[src/rtl/pool_window_buffer.sv]
// pool_window_buffer
//   Line-buffer stage in front of the pooling unit. Takes the row-major
//   feature-map stream from the systolic array and regroups it into
//   non-overlapping 2x2 windows (stride 2). One full row is held in the line
//   buffer so that each bottom-right pixel completes a window immediately.
//
// Ports
//   clk, nrst        clock, synchronous active-low reset
//   start            one-cycle pulse; latches cfg_cols/cfg_rows while idle
//   cfg_cols         frame width, 2..MAX_COLS
//   cfg_rows         frame height, 2..MAX_ROWS
//   in_valid/ready   pixel stream handshake, in_data row-major
//   win_valid/ready  window handshake towards the pooling unit
//   win_tl/tr/bl/br  window pixels (top-left, top-right, bottom-left, bottom-right)
//   busy             frame in progress
//   done             one-cycle pulse when the frame has fully drained
//   win_cnt          windows handed off in the current/last frame
//                    (present only when POOL_WIN_CNT_EN is defined)
//
// State | meaning
//   IDLE    | waiting for start
//   ROW_TOP | even row: pixels go into the line buffer
//   ROW_BOT | odd row: even col -> hold_left, odd col -> emit a window
//   DRAIN   | every pixel accepted, last window still waiting for win_ready

module pool_window_buffer #(
  parameter int DATA_WIDTH = 16,
  parameter int MAX_COLS   = 32,
  parameter int MAX_ROWS   = 32
) (
  input  logic                            clk,
  input  logic                            nrst,
  input  logic                            start,
  input  logic [$clog2(MAX_COLS+1)-1:0]   cfg_cols,
  input  logic [$clog2(MAX_ROWS+1)-1:0]   cfg_rows,
  input  logic                            in_valid,
  output logic                            in_ready,
  input  logic [DATA_WIDTH-1:0]           in_data,
  output logic                            win_valid,
  input  logic                            win_ready,
  output logic [DATA_WIDTH-1:0]           win_tl,
  output logic [DATA_WIDTH-1:0]           win_tr,
  output logic [DATA_WIDTH-1:0]           win_bl,
  output logic [DATA_WIDTH-1:0]           win_br,
`ifdef POOL_WIN_CNT_EN
  output logic [$clog2((MAX_COLS/2)*(MAX_ROWS/2)+1)-1:0] win_cnt,
`endif
  output logic                            busy,
  output logic                            done
);

  localparam int CW = $clog2(MAX_COLS+1);
  localparam int RW = $clog2(MAX_ROWS+1);
  localparam int AW = $clog2(MAX_COLS);

  localparam logic [CW-1:0] COL_ONE = CW'(1);
  localparam logic [RW-1:0] ROW_ONE = RW'(1);
  localparam logic [AW-1:0] IDX_ONE = AW'(1);

  typedef enum logic [1:0] {
    IDLE    = 2'd0,
    ROW_TOP = 2'd1,
    ROW_BOT = 2'd2,
    DRAIN   = 2'd3
  } state_t;

  state_t state;

  logic [CW-1:0]         cols_q;
  logic [RW-1:0]         rows_q;
  logic [CW-1:0]         col;
  logic [RW-1:0]         row;
  logic [DATA_WIDTH-1:0] hold_left;
  logic [DATA_WIDTH-1:0] linebuf [MAX_COLS];

  logic [AW-1:0] col_idx;
  logic          accept;
  logic          consume;
  logic          col_last;
  logic          row_last;
  logic          win_load;
  logic          win_valid_nxt;

  assign col_idx  = col[AW-1:0];
  assign busy     = (state != IDLE);
  // Only combinational input->output path: win_ready frees the window slot.
  assign in_ready = ((state == ROW_TOP) || (state == ROW_BOT)) && (!win_valid || win_ready);
  assign accept   = in_valid && in_ready;
  assign consume  = win_valid && win_ready;
  assign col_last = (col == (cols_q - COL_ONE));
  assign row_last = (row == (rows_q - ROW_ONE));

  // Odd col of an odd row is always a bottom-right pixel; a trailing odd
  // column or row never reaches this branch, so those pixels are dropped.
  assign win_load      = accept && (state == ROW_BOT) && col[0];
  assign win_valid_nxt = win_load || (win_valid && !win_ready);

  // Line buffer is deliberately not reset; it is always rewritten by the
  // top row before being read.
  always_ff @(posedge clk) begin
    if (nrst && accept && (state == ROW_TOP)) begin
      linebuf[col_idx] <= in_data;
    end
  end

  always_ff @(posedge clk) begin
    if (!nrst) begin
      state     <= IDLE;
      cols_q    <= '0;
      rows_q    <= '0;
      col       <= '0;
      row       <= '0;
      hold_left <= '0;
      win_valid <= 1'b0;
      win_tl    <= '0;
      win_tr    <= '0;
      win_bl    <= '0;
      win_br    <= '0;
      done      <= 1'b0;
`ifdef POOL_WIN_CNT_EN
      win_cnt   <= '0;
`endif
    end else begin
      done      <= 1'b0;
      win_valid <= win_valid_nxt;

      if (win_load) begin
        win_tl <= linebuf[col_idx - IDX_ONE];
        win_tr <= linebuf[col_idx];
        win_bl <= hold_left;
        win_br <= in_data;
      end

      if (accept && (state == ROW_BOT) && !col[0]) begin
        hold_left <= in_data;
      end

`ifdef POOL_WIN_CNT_EN
      if ((state == IDLE) && start) begin
        win_cnt <= '0;
      end else if (consume) begin
        win_cnt <= win_cnt + 1'b1;
      end
`endif

      case (state)
        IDLE: begin
          if (start) begin
            cols_q <= cfg_cols;
            rows_q <= cfg_rows;
            col    <= '0;
            row    <= '0;
            state  <= ROW_TOP;
          end
        end
        ROW_TOP, ROW_BOT: begin
          if (accept) begin
            if (col_last) begin
              col <= '0;
              if (row_last) begin
                row <= '0;
                // A window loaded or still pending on this edge must be
                // handed off before the frame may report done.
                if (win_valid_nxt) begin
                  state <= DRAIN;
                end else begin
                  state <= IDLE;
                  done  <= 1'b1;
                end
              end else begin
                row   <= row + 1'b1;
                state <= (state == ROW_TOP) ? ROW_BOT : ROW_TOP;
              end
            end else begin
              col <= col + 1'b1;
            end
          end
        end
        DRAIN: begin
          if (consume) begin
            state <= IDLE;
            done  <= 1'b1;
          end
        end
        default: state <= IDLE;
      endcase
    end
  end

endmodule
[config.mk]
export PLATFORM = sky130hd
export DESIGN_NAME = pool_window_buffer
export DESIGN_NICKNAME = d
export VERILOG_FILES = /design/src/rtl/pool_window_buffer.sv
export SDC_FILE = /design/constraint.sdc
export NUM_CORES = 1
export LEC_CHECK = 0
export CORE_MARGIN = 5
export CORE_UTILIZATION = 57
export CTS_BUF_LIST = sky130_fd_sc_hd__clkbuf_8
export DETAILED_ROUTE_END_ITERATION = 8
export HOLD_SLACK_MARGIN = 0.03
export PLACE_DENSITY = 0.78
export SLEW_MARGIN = 20
export SYNTH_ARGS = -nofsm -noshare
export SYNTH_HDL_FRONTEND = slang
export SYNTH_SLANG_ARGS = --single-unit
[constraint.sdc]
create_clock -name clk -period 3.23 [get_ports clk]
set_clock_uncertainty 0.05 [all_clocks]
set_input_delay 0.4845 -clock clk [delete_from_list [all_inputs] [get_ports clk]]
set_output_delay 0.4845 -clock clk [all_outputs]
set_load 0.02 [all_outputs]
==> metrics.yaml <==
timing:
  setup_ws_ps: 245
  tightest_slew_ps: 825
  finalMaxSlewViolations: 0
  rsz0062_at_grt: "false"
  tns_ps: 0
  hold_violations: 0
  setup_viol: 0
  relSlewSlack_pct: 44.8
  fmax_mhz: 335
  period_share_pct: 92.4
  fin_crit_ps: 2980
synth:
  synth.distinct_cells: 62
  ys_top_cells_by_area: "edfxtp_1 55%, mux4_2 19%, dfxtp_1 7.8%"
  synth-edff-count: 512
  ys_seq_elements: 620
  synth.cell_area_um2: 27700
  syn_inst: 1728
  synth.yosys.seq_area_share_pct: 63.2
  yosysWarningCount: 0
  synth_common_cells: "512 x edfxtp_1, 268 x nand2_1, 238 x mux4_2"
  synth_top_area_cell: "edfxtp_1"
  async_reset_ff_share_pct: 0
  synth_nets: 1774
  synth_most_common_cell: "edfxtp_1"
  synth_ff_type: "edfxtp_1"
  avgSynthCellArea_um2: 16.1
  synth_top_area_share_pct: 55.4
place:
  place_ws_ps: 331
  io_buffers: 100
  gp_congestion: 1.09
  dpl.hpwl_mm: 54.8
detailed_routing:
  drt-vias-per-instance: 6.82
  finalWirelength_mm: 82.0
  drt_iter0_drc: 2738
  wl_per_cell_um: 31.3
  ant_nets: 0
  drc: 2
  dr.pass1.iters: 9
  vias: 17900
layout:
  fill_cells: 3222
  fin_nets: 1966
  layout-drive-gt1-share_pct: 25.1
  syn_to_final_growth_pct: 15.0
  fin_util_pct: 66.5
clocking:
  post_cts_buffers: 0
  cts-htree-levels: 3
  insertion_delay_ps: 720
  cts_resized: 0
  cts_sinks: 620
  cts.path.max_buffers: 3
  cts_tree: "built"
  cts_hold_buf: 0
  clk_pin_slew_ps: 60
  numCtsBuffers: 101
  root_buffer: "clkbuf_8"
worst_setup_path:
  setup.worst_path.end_class: "primary output"
  critPathRequiredTime_ps: 2700
  r2r-start: "rows_q[0]"
  arrival_ps: 2450
  slowest_stage: "clkdlybuf4s50_1"
  startpoint_type: "register"
  path_max_fanout: 10
  path_cells: "inv_1 > ha_1 > and2_1 > clkdlybuf4s50_1"
  cp_slowest_stage_delay_ps: 610
  crit_start: "state[0]"
  worstSetupPathType: "reg2out"
outcome:
  status: "finished with violations"
  violations: "design-rule violations"
pwr:
  peakVddDrop_v: 0.000312
  switching_power_uw: 5000
  leakage_uw: 0.0104
  seqPwrFrac_pct: 47.6
  switching_share_pct: 27.3
  pwr-share-comb_pct: 16.5
  clkPwrFrac_pct: 35.9
  internal_power_uw: 13300
  power_uw: 18300
  powerDensity_nw_per_um2: 574
floorplan:
  coreArea_um2: 47900
  die_area_um2: 53200
  core.rowCount: 80
  start_util_pct: 57.9
  die_x_um: 231
  ios: 101
  die_h_um: 231
hold_path:
  hold_path_class: "in2reg"
  hold_start: "cfg_cols[4]"
global_route:
  grt_max_degree: 81
  grt_pass1_vias: 17600
  grt_usage_pct: 30.6
  overflow: 0
  grt_first_pass_wirelength_mm: 118
  antenna_found_initial: 1
run:
  drv_cap: 0
==> area by class of cell <==
| cell class | count | area (µm²) | area share (%) |
|---|---|---|---|
| clock buffer | 112 | 1540 | 4.83 |
| timing repair buffer | 209 | 1930 | 6.06 |
| sequential | 620 | 17500 | 55.0 |
| multi-input combinational | 969 | 9640 | 30.2 |
| antenna | 1 | 2.50 | 0.00785 |
| clock inverter | 74 | 387 | 1.21 |
| tap | 615 | 769 | 2.41 |
| inverter | 19 | 71.3 | 0.224 |
==> cells in the final DEF (no fill, tap or decap), drive strengths merged, types with 3 or more instances in the layout <==
cell             n
a21oi           63
nand2b           5
o22ai            7
buf            109
nor2b            3
and3             7
nand4            7
a31oi           35
bufinv           3
nand2          268
xnor2           12
o21ai           33
clkdlybuf4s50  100
clkbuf         112
nand3           35
a211oi           4
edfxtp         512
a221oi           7
dfxtp          108
a22o             9
a32o            16
and2             5
mux2i           57
ha              13
a22oi           16
nor3             5
nor2            63
xor2             8
clkinv          47
or4              3
a32oi           18
inv             42
mux4           238
==> final timing paths <==
| path | to | slack (ps) | cells past startpoint |
|---|---|---|---|
| worst max register to register | done | 420 | 8 |
| worst min-delay path | cols_q[4] | 260 | 3 |
| worst max-delay path | in_ready | 250 | 4 |
| worst min register to register | win_br[2] | 400 | 2 |
==> critical path: cells and delay by family, from the launching register on <==
kind,cells,cell delay (ps)
adder cells (fa/ha/maj),1,450
buffers and inverters,2,730
flip-flops,1,390
AND/OR/NAND/NOR,1,190
==> sequential cells by signal (all words and copies together), names as in the netlist <==
signal / cells
win_valid: 1
state: 2
win_bl: 16
hold_left: 16
cols_q: 6
rows_q: 6
linebuf: 512
row: 6
done: 1
win_tr: 16
col: 6
win_tl: 16
win_br: 16
==> cells by family (layout without fill, tap and decap cells) <==
family	after synthesis	count (layout)	synth area share (%)
xor+xnor	20	20	0.659
fa+ha+maj	13	13	0.586
mux	297	297	21.5
other cells	0	1	0
buf+inv	139	414	2.17
simple gates	411	411	6.26
compound gates	228	228	5.64
flops	620	620	63.2
==> per-stage QoR <==
step,std cells,hold slack (ps),cell area (µm²)
finish,2619,262,31900
global route,2619,288,31900
CTS,2618,234,31900
detailed placement,2432,396,30000
global placement,2432,391,30000
floorplan,1728,382,27800
==> layer usage <==
layer | vias to the layer above | global-route usage (%) | part of all wire, %
li1 | 7328 | - | -
met1 | 9064 | 40.5 | 36
met2 | 1252 | 48.5 | 48
met3 | 226 | 7.84 | 12
met4 | 0 | 14.5 | 5.2
met5 | - | 0 | 0
==> power by group through the flow <==
stage	sequential, µW	combinational, µW	clock (µW)
6_report	8710	3030	6560
3_3_place_gp	8870	2960	0
3_5_place_dp	8870	2960	0
4_1_cts	8700	2980	6600
5_1_grt	8700	3150	7000
2_1_floorplan	8860	1880	0
Power figures use the tool's default switching activity.
